## config.mk

```make
export PLATFORM = sky130hd
export DESIGN_NAME = uart_tx_arbiter_flat
export DESIGN_NICKNAME = d
export VERILOG_FILES = /design/src/rtl/uart_pkg.sv /design/src/rtl/uart_tx_arbiter_if.sv /design/src/rtl/rr_pick.sv /design/src/rtl/uart_tx_arbiter.sv /design/src/flat_wrapper.sv
export SDC_FILE = /design/constraint.sdc
export NUM_CORES = 1
export LEC_CHECK = 0
export ABC_AREA = 1
export BUFFER_PORTS_ARGS = -buffer_cell sky130_fd_sc_hd__buf_2
export CAP_MARGIN = 20
export CELL_PAD_IN_SITES_DETAIL_PLACEMENT = 1
export CELL_PAD_IN_SITES_GLOBAL_PLACEMENT = 1
export CORE_MARGIN = 5
export CORE_UTILIZATION = 36
export DETAILED_ROUTE_END_ITERATION = 6
export PLACE_DENSITY = 0.89
export SYNTH_ARGS = -nofsm -noshare
export SYNTH_HDL_FRONTEND = slang
export SYNTH_SLANG_ARGS = --single-unit
```

## constraint.sdc

```tcl
create_clock -name clk -period 2.45 [get_ports clk]
set_input_delay 0.245 -clock clk [delete_from_list [all_inputs] [get_ports clk]]
set_output_delay 0.245 -clock clk [all_outputs]
set_load 0.01 [all_outputs]
```

## src/rtl/uart_pkg.sv

```systemverilog
// Shared UART definitions: arbiter state encoding and width helper.
// Also imported by the UART rx/tx cores.
package uart_pkg;

  localparam logic [2:0] ST_IDLE      = 3'd0;
  localparam logic [2:0] ST_SEND      = 3'd1;
  localparam logic [2:0] ST_WAIT_BUSY = 3'd2;
  localparam logic [2:0] ST_WAIT_IDLE = 3'd3;
  localparam logic [2:0] ST_HOLD      = 3'd4;

  typedef enum logic [2:0] {
    S_IDLE      = ST_IDLE,
    S_SEND      = ST_SEND,
    S_WAIT_BUSY = ST_WAIT_BUSY,
    S_WAIT_IDLE = ST_WAIT_IDLE,
    S_HOLD      = ST_HOLD
  } arb_state_t;

  // Never returns less than 1 so single-entry fields stay legal.
  function automatic int clog2(input int n);
    int r = 0;
    while ((1 << r) < n) r++;
    return (r < 1) ? 1 : r;
  endfunction

endpackage

```

## src/rtl/uart_tx_arbiter_if.sv

```systemverilog
// Requester/transmitter bundle around the UART TX arbiter.
// master: requesters + UART core side, slave: the arbiter.
interface uart_tx_arbiter_if
  import uart_pkg::*;
#(
  parameter int NUM_REQ    = 4,
  parameter int DATA_WIDTH = 8
);
  localparam int IW = clog2(NUM_REQ);

  logic [NUM_REQ-1:0]            req_valid;
  logic [NUM_REQ*DATA_WIDTH-1:0] req_data;
  logic [NUM_REQ-1:0]            req_last;
  logic [NUM_REQ-1:0]            req_ready;
  logic                          tx_start;
  logic [DATA_WIDTH-1:0]         tx_data;
  logic                          tx_idle;
  logic                          grant_valid;
  logic [IW-1:0]                 grant_id;
  logic                          timeout_err;

  modport master (
    output req_valid, req_data, req_last,
    output tx_idle,
    input  req_ready, tx_start, tx_data,
    input  grant_valid, grant_id, timeout_err
  );

  modport slave (
    input  req_valid, req_data, req_last,
    input  tx_idle,
    output req_ready, tx_start, tx_data,
    output grant_valid, grant_id, timeout_err
  );

endinterface

```

## src/rtl/rr_pick.sv

```systemverilog
// Round-robin picker: first set request after rr_ptr, wrapping.
// Doubling the vector turns the wrap into a plain priority search.
module rr_pick
  import uart_pkg::*;
#(
  parameter int NUM_REQ = 4,
  parameter int IW      = clog2(NUM_REQ)
) (
  input  logic [NUM_REQ-1:0] req,
  input  logic [IW-1:0]      rr_ptr,
  output logic [IW-1:0]      win,
  output logic               any_req
);

  logic [2*NUM_REQ-1:0] dbl;

  always_comb begin
    dbl     = {req, req} >> (int'(rr_ptr) + 1);
    win     = '0;
    any_req = 1'b0;
    for (int i = NUM_REQ - 1; i >= 0; i--) begin
      if (dbl[i]) begin
        any_req = 1'b1;
        win     = IW'((int'(rr_ptr) + 1 + i) % NUM_REQ);
      end
    end
  end

endmodule

```

## src/rtl/uart_tx_arbiter.sv

```systemverilog
// Round-robin, packet-locked arbiter sharing one UART transmitter.
// Accepts a byte, pulses tx_start, then follows tx_idle busy/idle.
module uart_tx_arbiter
  import uart_pkg::*;
#(
  parameter int NUM_REQ      = 4,
  parameter int DATA_WIDTH   = 8,
  parameter int HOLD_TIMEOUT = 1024
) (
  input logic              clk,
  input logic              rst,
  uart_tx_arbiter_if.slave bus
);

  localparam int IW = clog2(NUM_REQ);
  localparam int HW = clog2(HOLD_TIMEOUT + 1);
  localparam logic [HW-1:0] HOLD_LAST = HW'(HOLD_TIMEOUT - 1);

  arb_state_t            state;
  logic [IW-1:0]         rr_ptr;
  logic [IW-1:0]         owner;
  logic [IW-1:0]         win;
  logic [IW-1:0]         acc_id;
  logic [IW-1:0]         grant_id;
  logic [HW-1:0]         hold_cnt;
  logic [DATA_WIDTH-1:0] tx_data;
  logic [NUM_REQ-1:0]    req_ready;
  logic                  any_req;
  logic                  accept;
  logic                  is_last;
  logic                  tx_start;
  logic                  grant_valid;
  logic                  timeout_err;

  rr_pick #(.NUM_REQ(NUM_REQ)) u_pick (
    .req     (bus.req_valid),
    .rr_ptr  (rr_ptr),
    .win     (win),
    .any_req (any_req)
  );

  // Ready is the accept decision itself, so it is combinational.
  always_comb begin
    accept    = 1'b0;
    acc_id    = win;
    req_ready = '0;
    if (!rst) begin
      unique case (state)
        S_IDLE: accept = bus.tx_idle & any_req;
        S_HOLD: begin
          acc_id = owner;
          accept = bus.req_valid[owner];
        end
        default: ;
      endcase
    end
    if (accept) req_ready[acc_id] = 1'b1;
  end

  always_ff @(posedge clk) begin
    if (rst) begin
      state       <= S_IDLE;
      rr_ptr      <= IW'(NUM_REQ - 1);
      owner       <= '0;
      is_last     <= 1'b0;
      hold_cnt    <= '0;
      tx_data     <= '0;
      tx_start    <= 1'b0;
      grant_valid <= 1'b0;
      grant_id    <= '0;
      timeout_err <= 1'b0;
    end else begin
      tx_start    <= 1'b0;
      timeout_err <= 1'b0;
      if (accept) begin
        tx_data     <= bus.req_data[int'(acc_id)*DATA_WIDTH +: DATA_WIDTH];
        owner       <= acc_id;
        is_last     <= bus.req_last[acc_id];
        grant_valid <= 1'b1;
        grant_id    <= acc_id;
        tx_start    <= 1'b1;
        state       <= S_SEND;
      end else begin
        unique case (state)
          S_IDLE: ;
          S_SEND: state <= S_WAIT_BUSY;
          S_WAIT_BUSY: if (!bus.tx_idle) state <= S_WAIT_IDLE;
          S_WAIT_IDLE: begin
            if (bus.tx_idle) begin
              if (is_last) begin
                rr_ptr      <= owner;
                grant_valid <= 1'b0;
                state       <= S_IDLE;
              end else begin
                hold_cnt <= '0;
                state    <= S_HOLD;
              end
            end
          end
          S_HOLD: begin
            if (hold_cnt == HOLD_LAST) begin
              timeout_err <= 1'b1;
              rr_ptr      <= owner;
              grant_valid <= 1'b0;
              state       <= S_IDLE;
            end else if (hold_cnt != '1) begin
              hold_cnt <= hold_cnt + HW'(1);
            end
          end
          default: state <= S_IDLE;
        endcase
      end
    end
  end

  assign bus.req_ready   = req_ready;
  assign bus.tx_start    = tx_start;
  assign bus.tx_data     = tx_data;
  assign bus.grant_valid = grant_valid;
  assign bus.grant_id    = grant_id;
  assign bus.timeout_err = timeout_err;

endmodule
```

## src/flat_wrapper.sv

```systemverilog
// flat-port wrapper written by rule: the top's interface ports become plain ports
module uart_tx_arbiter_flat import uart_pkg::*;
#(
  parameter int NUM_REQ      = 4,
  parameter int DATA_WIDTH   = 8,
  parameter int HOLD_TIMEOUT = 1024
)
  (clk, rst, bus_req_valid, bus_req_data, bus_req_last, bus_tx_idle, bus_req_ready, bus_tx_start, bus_tx_data, bus_grant_valid, bus_grant_id, bus_timeout_err);
  uart_tx_arbiter_if #(.NUM_REQ(NUM_REQ), .DATA_WIDTH(DATA_WIDTH)) bus_i ();
  input logic clk;
  input logic rst;
  input wire logic [$bits(bus_i.req_valid)-1:0] bus_req_valid;
  input wire logic [$bits(bus_i.req_data)-1:0] bus_req_data;
  input wire logic [$bits(bus_i.req_last)-1:0] bus_req_last;
  input wire logic [$bits(bus_i.tx_idle)-1:0] bus_tx_idle;
  output wire logic [$bits(bus_i.req_ready)-1:0] bus_req_ready;
  output wire logic [$bits(bus_i.tx_start)-1:0] bus_tx_start;
  output wire logic [$bits(bus_i.tx_data)-1:0] bus_tx_data;
  output wire logic [$bits(bus_i.grant_valid)-1:0] bus_grant_valid;
  output wire logic [$bits(bus_i.grant_id)-1:0] bus_grant_id;
  output wire logic [$bits(bus_i.timeout_err)-1:0] bus_timeout_err;
  assign bus_i.req_valid = bus_req_valid;
  assign bus_i.req_data = bus_req_data;
  assign bus_i.req_last = bus_req_last;
  assign bus_i.tx_idle = bus_tx_idle;
  assign bus_req_ready = bus_i.req_ready;
  assign bus_tx_start = bus_i.tx_start;
  assign bus_tx_data = bus_i.tx_data;
  assign bus_grant_valid = bus_i.grant_valid;
  assign bus_grant_id = bus_i.grant_id;
  assign bus_timeout_err = bus_i.timeout_err;
  uart_tx_arbiter #(.NUM_REQ(NUM_REQ), .DATA_WIDTH(DATA_WIDTH), .HOLD_TIMEOUT(HOLD_TIMEOUT)) u_core (.clk(clk), .rst(rst), .bus(bus_i));
endmodule
```

==> results of run 1 <==
==> worst min-delay path by stage <==
stage                                  startpoint  cells after the start                            endpoint
5_1_grt                                       rst                      2     u_core.hold_cnt[9]$_SDFFE_PP0P_
2_1_floorplan                                 rst                      1     u_core.hold_cnt[9]$_SDFFE_PP0P_
3_5_place_dp   u_core.bus.tx_data[6]$_SDFFE_PP0P_                      2  u_core.bus.tx_data[6]$_SDFFE_PP0P_
6_report                                      rst                      2     u_core.hold_cnt[9]$_SDFFE_PP0P_
3_3_place_gp   u_core.bus.tx_data[5]$_SDFFE_PP0P_                      2  u_core.bus.tx_data[5]$_SDFFE_PP0P_
4_1_cts                                       rst                      2     u_core.hold_cnt[9]$_SDFFE_PP0P_
==> metal layers <==
metal  wire, um  track usage, %  part of all wire (%)
met4         60            3.40                  0.91
met2       3380            33.3                    51
met1       2770            20.5                    42
met5          0               0                     0
met3        389            4.92                   5.9
==> placed cells by master (no fill, tap or decap), drive strengths merged <==
cell type,n
a22oi,1
ha,1
xor2,3
or2,1
o21ai,14
o211ai,1
clkinv,3
clkbuf,7
nor3,9
and2,1
inv,26
a21oi,13
xnor2,1
nor2,24
nand2,102
o21a,3
nand3,61
a31oi,2
nor3b,1
buf,65
nand4,6
dfxtp,30
==> cell type report <==
| cell class | instances | area, um^2 |
|---|---|---|
| Fill cell | 803 | 3250 |
| Multi-Input combinational cell | 244 | 1330 |
| Sequential cell | 30 | 602 |
| Timing Repair Buffer | 65 | 340 |
| Inverter | 28 | 109 |
| Tap cell | 75 | 93.8 |
| Clock buffer | 7 | 86.3 |
| Clock inverter | 1 | 5.00 |
==> kinds of logic after synthesis <==
family / count (synthesis)
AO/OA/AOI/OAI: 34
XOR/XNOR: 4
adder cells (fa/ha/maj): 1
buffers and inverters: 39
flip-flops: 30
AND/OR/NAND/NOR: 205
==> timing repair <==
| item | 4_1_cts | 5_1_grt |
|---|---|---|
| resized for setup | 1 | 3 |
| endpoints found under the hold margin | 0 | 0 |
| setup endpoints to repair | 4 | 4 |
==> per-stage QoR <==
step / hold WS [ns] / std cells / util (%) / TNS (ns)
3_3_place_gp: 0.433 / 442 / 42.3 / 0
3_5_place_dp: 0.443 / 442 / 42.3 / 0
4_1_cts: 0.218 / 450 / 43.9 / 0
6_report: 0.222 / 450 / 44.1 / 0
2_1_floorplan: 0.307 / 313 / - / 0
5_1_grt: 0.239 / 450 / 44.1 / -0.0340
==> power by group through the flow <==
stage          clock (uW)  combinational [uW]  sequential [uW]
3_5_place_dp            0                1790              762
3_3_place_gp            0                1710              755
4_1_cts               438                1800              753
2_1_floorplan           0                1350              772
5_1_grt               461                2020              776
6_report              424                1810              754
==> sequential cells by signal, indices dropped and copies added, names as in the netlist <==
register,cells
u_core.bus.grant_valid,1
u_core.hold_cnt,11
u_core.bus.timeout_err,1
u_core.owner,2
u_core.rr_ptr,2
u_core.is_last,1
u_core.state,3
u_core.bus.tx_data,8
u_core.bus.tx_start,1
==> worst reg2reg max path: stages (launching register included) <==
cell	delay (ns)
dfxtp_1	0.41
ha_1	0.21
nand2_1	0.07
inv_2	0.08
nand2_2	0.09
nor3_4	0.28
nand2_1	0.14
nand2_1	0.13
nor3b_2	0.19
nand2_2	0.10
nand2_1	0.07
nand3_1	0.10
==> results.json, run 1 <==
{
  "cp_num_buf_inv": 3,
  "synth_top_family_by_area": "simple AND/OR/NAND/NOR gates",
  "fin_area_um2": 2560,
  "syn_area_um2": 2130,
  "wl_per_cell_um": 14.7,
  "htreeDepth": 2,
  "grt_max_degree": 20,
  "holdCritPathClass": "input pin to flop",
  "synthXorXnorAreaFrac_pct": 1.65,
  "worst_setup_path_start_kind": "flop",
  "yosys-top-cells-area": "dfxtp_1 28%, nand2_1 16%, nand3_1 12%",
  "ir_drop_mv": 0.540,
  "crit_cells": 11,
  "wl_mm": 6.59,
  "cts.clk_slew.worst_paths_ns": 0.07,
  "arrival_ns": 2.11,
  "clock_latency_ns": 0.29,
  "grt_pass1_wl_mm": 10.9,
  "fin_crit_ns": 2.35,
  "p_leak_uw": 0.00123,
  "fmax_mhz": 425,
  "syn_inst": 313,
  "slew_violations": 0,
  "finalPower_uw": 2990,
  "first_pass_iters": 4,
  "place_ws_ns": 0.243,
  "coreArea_um2": 5820,
  "portBuffers": 59,
  "p_comb_share_pct": 60.6,
  "path_max_fanout": 13,
  "worstSetupPathType": "flop to primary output",
  "reg2regPathDepth": 11,
  "yosysMostFrequentCell": "nand2_1",
  "vias_per_cell": 5.18,
  "io_pins": 60,
  "ctsHoldBuffers": 0,
  "vias": 2333,
  "synth_top_cell_by_area": "dfxtp_1",
  "ys_top_cells_by_count": "90 x nand2_1, 51 x nand3_1, 30 x dfxtp_1, 22 x inv_1, 19 x nor2_1",
  "cts.sinks": 30,
  "finalSetupViolCount": 0,
  "grt_pass1_vias": 2464,
  "diodes": 0,
  "rows": 28,
  "worst_pin_slew_ns": 0.470,
  "drcViolationCount": 0,
  "dp_hpwl_mm": 5.19,
  "final.setup.worst_slack_ns": 0.0989,
  "async_flop_share_pct": 0,
  "switching_power_uw": 1490,
  "path_cells": "inv_2, nand2_1, nand2_1, nand2_1, nor3_2, o21ai_2, nand2_4, inv_4, nand2_1, nor2_1, buf_2",
  "status": "finished clean",
  "slew_headroom_pct": 68.7,
  "ys_types": 37,
  "ant_nets": 0,
  "tritoncts": "built",
  "cp-end-kind": "primary output",
  "period_share_pct": 96.0,
  "dieArea_um2": 7550,
  "synth-seq-cells": 30,
  "synth_fa_ha_area_share_pct": 0.588,
  "synth_compound_area_share_pct": 11.4,
  "cellPowerDensity_nw_per_um2": 1170,
  "finalClockSkew_ns": 0.00508,
  "syn_nets": 357,
  "rr_endpoint": "u_core.rr_ptr[0]$_SDFFE_PP1P_",
  "critical-path-max-stage-delay_ns": 0.43,
  "regToRegSetupSlack_ns": 0.44,
  "syn2layout_area_growth_pct": 20.5,
  "initial_core_util_pct": 36.6,
  "internal_power_uw": 1500,
  "die_x_um": 86.9,
  "die_height_um": 86.9,
  "cp-endpoint": "bus_req_ready[1]",
  "synthMuxAreaShare_pct": 0,
  "gp_congestion": 0.820,
  "r2r-start": "u_core.hold_cnt[0]$_SDFFE_PP0P_",
  "post_cts_buffers": 0,
  "drt-initial-drc-count": 52,
  "cp_common_cell": "nand2_1",
  "hold_violations": 0,
  "drive_gt1_share_pct": 31.5,
  "nets": 418,
  "cts_root_buf": "clkbuf_8",
  "cp.required_ns": 2.20,
  "grt_overflow": 0,
  "cp_slowest_cell": "dfxtp_2",
  "synth-main-ff-cell": "dfxtp_1",
  "synth_edf_count": 0,
  "cts_buffer_depth": 2,
  "post_dp_cell_area_um2": 2460,
  "startpoint": "u_core.rr_ptr[0]$_SDFFE_PP1P_",
  "drv_cap": 0,
  "antenna_found_initial": 0,
  "seq_power_share_pct": 25.2,
  "critPathTopFamily": "simple AND/OR/NAND/NOR gates",
  "seq_area_frac_synth_pct": 28.2,
  "synth_top_cell_area_share_pct": 28.2,
  "yosys.area_share.simple_pct": 48.4,
  "ys.warnings.count": 0,
  "cts_made_buffers": 5,
  "clock_power_share_pct": 14.2,
  "grt_usage_pct": 18.0,
  "avgSynthCellArea_um2": 6.80,
  "switching_share_pct": 50.0
}
Power figures use the tool's default switching activity.
==> inputs of run 2 (changes only) <==
--- a/config.mk
+++ b/config.mk
@@ -9,11 +9,11 @@
 export BUFFER_PORTS_ARGS = -buffer_cell sky130_fd_sc_hd__buf_2
 export CAP_MARGIN = 20
 export CELL_PAD_IN_SITES_DETAIL_PLACEMENT = 1
-export CELL_PAD_IN_SITES_GLOBAL_PLACEMENT = 1
+export CELL_PAD_IN_SITES_GLOBAL_PLACEMENT = 2
 export CORE_MARGIN = 5
-export CORE_UTILIZATION = 36
+export CORE_UTILIZATION = 28
 export DETAILED_ROUTE_END_ITERATION = 6
-export PLACE_DENSITY = 0.89
+export PLACE_DENSITY = 0.9
 export SYNTH_ARGS = -nofsm -noshare
 export SYNTH_HDL_FRONTEND = slang
 export SYNTH_SLANG_ARGS = --single-unit
==> run 2 against run 1 <==
  * Clock skew up 0.0045 ns
  * Worst setup slack improved by 0.12 ns
  * Non-clock buffer count stayed put
  * First-iteration DRC count rose by 29%
  * Count of clock-buffer cells in the layout is the same
  * Critical path depth decreased by 2
  * Register-to-register slack better by 0.02 ns
  * Die area is 25% higher
  * Sequential cell count is the same
  * Fmax is 5.3% higher
  * Wire length down 4.7%
==> results.json, run 2 (synthesized netlist as in run 1, its figures left out) <==
{
  "status": "finished clean",
  "fin_crit_ns": 2.23,
  "first_pass_iters": 4,
  "grt_max_degree": 20,
  "cellPowerDensity_nw_per_um2": 1140,
  "hp-start": "rst",
  "largest_reg_flops": 11,
  "cts.sinks": 30,
  "gp_congestion": 0.889,
  "grt_util_met3_pct": 4.24,
  "internal_power_uw": 1470,
  "switching_share_pct": 50.1,
  "startpoint": "u_core.state[1]$_SDFFE_PP0P_",
  "grt_usage_pct": 13.8,
  "slew_violations": 0,
  "clock_power_share_pct": 13.1,
  "grt_pass1_wl_mm": 11.1,
  "regToRegSetupSlack_ns": 0.46,
  "use_met2_pct": 22.6,
  "worst_pin_slew_ns": 0.442,
  "grt_use_met1_pct": 17.8,
  "r2r-start": "u_core.hold_cnt[0]$_SDFFE_PP0P_",
  "cts_buffer_depth": 2,
  "wl_mm": 6.28,
  "drive_gt1_share_pct": 31.0,
  "finalClockSkew_ns": 0.00955,
  "finalPower_uw": 2940,
  "portBuffers": 59,
  "ant_nets": 0,
  "finalSetupViolCount": 0,
  "rsz0062_at_grt": "false",
  "holdCritPathClass": "input pin to flop",
  "vias": 2246,
  "htreeDepth": 2,
  "grt_pass1_vias": 2413,
  "cts_root_buf": "clkbuf_8",
  "worst_setup_path_start_kind": "flop",
  "dp_hpwl_mm": 4.93,
  "top_register": "u_core.hold_cnt",
  "seq_power_share_pct": 25.8,
  "ir_drop_mv": 0.449,
  "cts.clk_slew.worst_paths_ns": 0.06,
  "arrival_ns": 1.99,
  "p_leak_uw": 0.00122,
  "hold_violations": 0,
  "finalSetupTns_ns": 0,
  "most-common-layout-cells": "90 x nand2_1, 59 x buf_2, 51 x nand3_1, 29 x dfxtp_1, 22 x inv_1",
  "fmax_mhz": 448,
  "clock_latency_ns": 0.28,
  "diodes": 0,
  "die_x_um": 97.2,
  "die_height_um": 97.2,
  "grt_overflow": 0,
  "wl_per_cell_um": 13.3,
  "tritoncts": "built",
  "final_common_cell": "nand2_1",
  "nets": 418,
  "worstSetupPathType": "flop to primary output",
  "cp-end-kind": "primary output",
  "cts_made_buffers": 5,
  "final_cells": 473,
  "switching_power_uw": 1470,
  "rows": 31,
  "ctsHoldBuffers": 0,
  "vias_per_cell": 4.75,
  "coreArea_um2": 7330,
  "slew_headroom_pct": 70.6,
  "p_comb_share_pct": 61.1,
  "fill_cells": 970,
  "drcViolationCount": 0,
  "syn2layout_area_growth_pct": 21.4,
  "busiest_layer": "met2",
  "cp.required_ns": 2.20,
  "period_share_pct": 91.2,
  "post_cts_buffers": 0,
  "antenna_found_initial": 0,
  "io_pins": 60,
  "drv_cap": 0,
  "dp_cells": 466,
  "dieArea_um2": 9440,
  "drt-initial-drc-count": 67,
  "path_max_fanout": 13,
  "reg_top3": "u_core.hold_cnt (11), u_core.bus.tx_data (8), u_core.state (3)",
  "initial_core_util_pct": 29.0
}
run 2: worst max-delay path, stage by stage (launching register included):
cell,delay [ns]
dfxtp_1,0.32
or2_4,0.28
nor2_8,0.21
nand3_1,0.12
o21ai_2,0.12
nand2_4,0.16
inv_6,0.15
nand2_2,0.09
a21oi_1,0.11
buf_2,0.14
run 2: cell type report:
type | count | area (um^2) | area share [%]
clock buffer | 7 | 76.3 | 2.96
inverter | 28 | 111 | 4.31
multi-input combinational | 244 | 1330 | 51.4
sequential | 30 | 604 | 23.4
tap | 99 | 124 | 4.80
timing repair buffer | 65 | 340 | 13.2
run 2: power by group through the flow:
| stage | Clock (uW) | Sequential, uW | Combinational (uW) |
|---|---|---|---|
| after CTS | 396 | 759 | 1800 |
| after floorplan | 0 | 772 | 1350 |
| after global routing | 416 | 783 | 2030 |
| after global placement | 0 | 758 | 1750 |
| final | 385 | 757 | 1790 |
| after detailed placement | 0 | 766 | 1790 |
run 2: final timing paths:
kind | end | cells after the start
worst max-delay path | bus_req_ready[3] | 9
worst min-delay path | u_core.hold_cnt[9]$_SDFFE_PP0P_ | 2
worst max register to register | u_core.rr_ptr[0]$_SDFFE_PP1P_ | 11
worst min register to register | u_core.bus.tx_data[4]$_SDFFE_PP0P_ | 2
run 2: per-layer routing:
layer,wire length (um),vias to the layer above
li1,-,1154
met3,399,7
met1,3020,1034
met4,59,0
met2,2800,51
met5,0,-
run 2: through the flow:
stage	utilization (%)	instance area (um^2)	hold WS (ns)	setup slack (ns)
floorplan	-	2130	0.307	0.645
CTS	35.0	2570	0.224	0.0953
global route	35.2	2580	0.231	0.0211
detailed placement	34.0	2490	0.436	0.293
finish	35.2	2580	0.231	0.217
global placement	34.0	2490	0.432	0.393
run 2: timing repair:
| action | 4_1_cts | 5_1_grt |
|---|---|---|
| pin swaps | 0 | 1 |
| resized for setup | 1 | 5 |
| setup endpoints to repair | 3 | 3 |
==> inputs of run 3 (changes only) <==
--- a/config.mk
+++ b/config.mk
@@ -11,9 +11,10 @@
 export CELL_PAD_IN_SITES_DETAIL_PLACEMENT = 1
 export CELL_PAD_IN_SITES_GLOBAL_PLACEMENT = 2
 export CORE_MARGIN = 5
-export CORE_UTILIZATION = 28
+export CORE_UTILIZATION = 29
+export CTS_BUF_LIST = sky130_fd_sc_hd__clkbuf_2 sky130_fd_sc_hd__clkbuf_4 sky130_fd_sc_hd__clkbuf_8
 export DETAILED_ROUTE_END_ITERATION = 6
-export PLACE_DENSITY = 0.9
+export PLACE_DENSITY = 0.93
 export SYNTH_ARGS = -nofsm -noshare
 export SYNTH_HDL_FRONTEND = slang
 export SYNTH_SLANG_ARGS = --single-unit
==> constraint.sdc (replaced) <==
create_clock -name clk -period 2.45 [get_ports clk]
set_input_delay 0.245 -clock clk [delete_from_list [all_inputs] [get_ports clk]]
set_output_delay 0.245 -clock clk [all_outputs]
set_load 0.05 [all_outputs]
==> run 3 against run 2 <==
  * Total power is 13% higher
  * Sequential cell count unchanged
  * First-iteration DRC count rose by 40%
  * Clock skew fell by 0.0016 ns
  * Via count fell by 0.22%
  * Die area fell by 3.1%
  * Wire length grew 0.83%
  * Cell count increased by 0.63%
  * Clock power up 12%
  * Largest power group unchanged
==> results.json, run 3 (synthesized netlist as in run 1, its figures left out) <==
{
  "most-common-layout-cells": "90 x nand2_1, 55 x buf_2, 51 x nand3_1, 29 x dfxtp_1, 22 x inv_1",
  "cts.clk_slew.worst_paths_ns": 0.06,
  "hp-start": "rst",
  "p_leak_uw": 0.00124,
  "holdCritPathClass": "input pin to flop",
  "slew_violations": 0,
  "rr_endpoint": "u_core.hold_cnt[8]$_SDFFE_PP0P_",
  "syn2layout_area_growth_pct": 23.2,
  "grt_overflow": 0,
  "dp_cells": 468,
  "final.setup.worst_slack_ns": 0.156,
  "grt_pass1_wl_mm": 11.0,
  "grt_pass1_vias": 2383,
  "worstSetupPathType": "flop to primary output",
  "dieArea_um2": 9150,
  "vias": 2241,
  "path_cells": "or2_4, nor2_8, nand2_4, o21ai_2, inv_1, a21oi_2, nand2_2, a21oi_1, clkbuf_4",
  "critical-path-max-stage-delay_ns": 0.32,
  "coreArea_um2": 7210,
  "reg2regPathDepth": 10,
  "wl_per_cell_um": 13.3,
  "top_register": "u_core.hold_cnt",
  "dp_hpwl_mm": 5.05,
  "period_share_pct": 93.6,
  "drive_gt1_share_pct": 32.4,
  "antenna_found_initial": 0,
  "die_height_um": 95.6,
  "htreeDepth": 2,
  "cts_root_buf": "clkbuf_8",
  "nets": 420,
  "clock_latency_ns": 0.29,
  "fin_crit_ns": 2.29,
  "cp-end-kind": "primary output",
  "portBuffers": 59,
  "fmax_mhz": 436,
  "cts_made_buffers": 5,
  "gp_congestion": 0.813,
  "first_pass_iters": 4,
  "cp_slowest_cell": "dfxtp_1",
  "reg_top3": "u_core.hold_cnt (11), u_core.bus.tx_data (8), u_core.state (3)",
  "finalClockSkew_ns": 0.00798,
  "hold_violations": 0,
  "whs_endpoint": "u_core.hold_cnt[9]$_SDFFE_PP0P_",
  "tritoncts": "built",
  "place_ws_ns": 0.292,
  "drv_cap": 0,
  "diodes": 0,
  "rows": 31,
  "arrival_ns": 2.05,
  "status": "finished clean",
  "wl_mm": 6.34,
  "path_max_fanout": 8,
  "cts.sinks": 30,
  "slew_headroom_pct": 70.4,
  "finalSetupViolCount": 0,
  "drcViolationCount": 0,
  "post_cts_buffers": 0,
  "worst_setup_path_start_kind": "flop",
  "worst_pin_slew_ns": 0.443,
  "critPathTopFamily": "simple AND/OR/NAND/NOR gates",
  "utilization_pct": 36.3,
  "r2r-start": "u_core.hold_cnt[0]$_SDFFE_PP0P_",
  "cellPowerDensity_nw_per_um2": 1270,
  "cp.required_ns": 2.20,
  "final_cells": 476,
  "grt_max_degree": 20,
  "drt-initial-drc-count": 94,
  "die_x_um": 95.6,
  "grt_usage_pct": 15.1,
  "regToRegSetupSlack_ns": 0.49,
  "largest_reg_flops": 11,
  "finalPower_uw": 3310,
  "vias_per_cell": 4.71,
  "hold_depth": 2,
  "ctsHoldBuffers": 0,
  "fill_cells": 997,
  "cp_num_buf_inv": 2,
  "ant_nets": 0,
  "ir_drop_mv": 0.492,
  "cts_buffer_depth": 2,
  "final_common_cell": "nand2_1",
  "finalSetupTns_ns": 0,
  "initial_core_util_pct": 29.5,
  "io_pins": 60
}
run 3: per-stage QoR:
stage	cell area [um^2]	hold WS, ns
final	2620	0.252
after global routing	2620	0.251
after CTS	2610	0.243
after detailed placement	2510	0.448
after global placement	2510	0.446
after floorplan	2130	0.307
run 3: final cells by class:
cell class	instances	area [um^2]	area share (%)
sequential	30	604	23.1
clock buffer	7	90.1	3.44
timing repair buffer	67	365	13.9
inverter	28	108	4.11
clock inverter	1	5.00	0.191
tap	99	124	4.73
multi-input combinational	244	1320	50.5
run 3: layer usage:
layer  routed length (um)  up-vias  GRT usage [%]
li1                     -     1161              -
met1                 2970     1034           19.4
met2                 3000       42           25.0
met3                  281        4           3.47
met4                   82        0           4.62
met5                    0        -              0
run 3: where the power goes:
group          leakage, uW  switching, uW  internal [uW]  total, uW
clock network    0.0000517            192            237        430
registers         0.000244            131            634        765
logic             0.000944           1460            664       2120
run 3: worst max path at each step:
| stage | slack [ns] | startpoint | to | cells past startpoint |
|---|---|---|---|---|
| finish | 0.16 | u_core.state[1]$_SDFFE_PP0P_ | bus_req_ready[3] | 9 |
| global route | -0.04 | u_core.rr_ptr[0]$_SDFFE_PP1P_ | bus_req_ready[3] | 12 |
| CTS | 0.10 | u_core.rr_ptr[0]$_SDFFE_PP1P_ | bus_req_ready[3] | 11 |
| detailed placement | 0.29 | u_core.rr_ptr[0]$_SDFFE_PP1P_ | bus_req_ready[3] | 11 |
| global placement | 0.36 | u_core.rr_ptr[0]$_SDFFE_PP1P_ | bus_req_ready[3] | 11 |
| floorplan | 0.04 | u_core.owner[0]$_SDFFE_PP0P_ | bus_req_ready[3] | 8 |
run 3: repair_timing:
item,CTS,global route
endpoints found under the hold margin,0,0
endpoints found under the setup margin,3,4
resized for setup,1,7
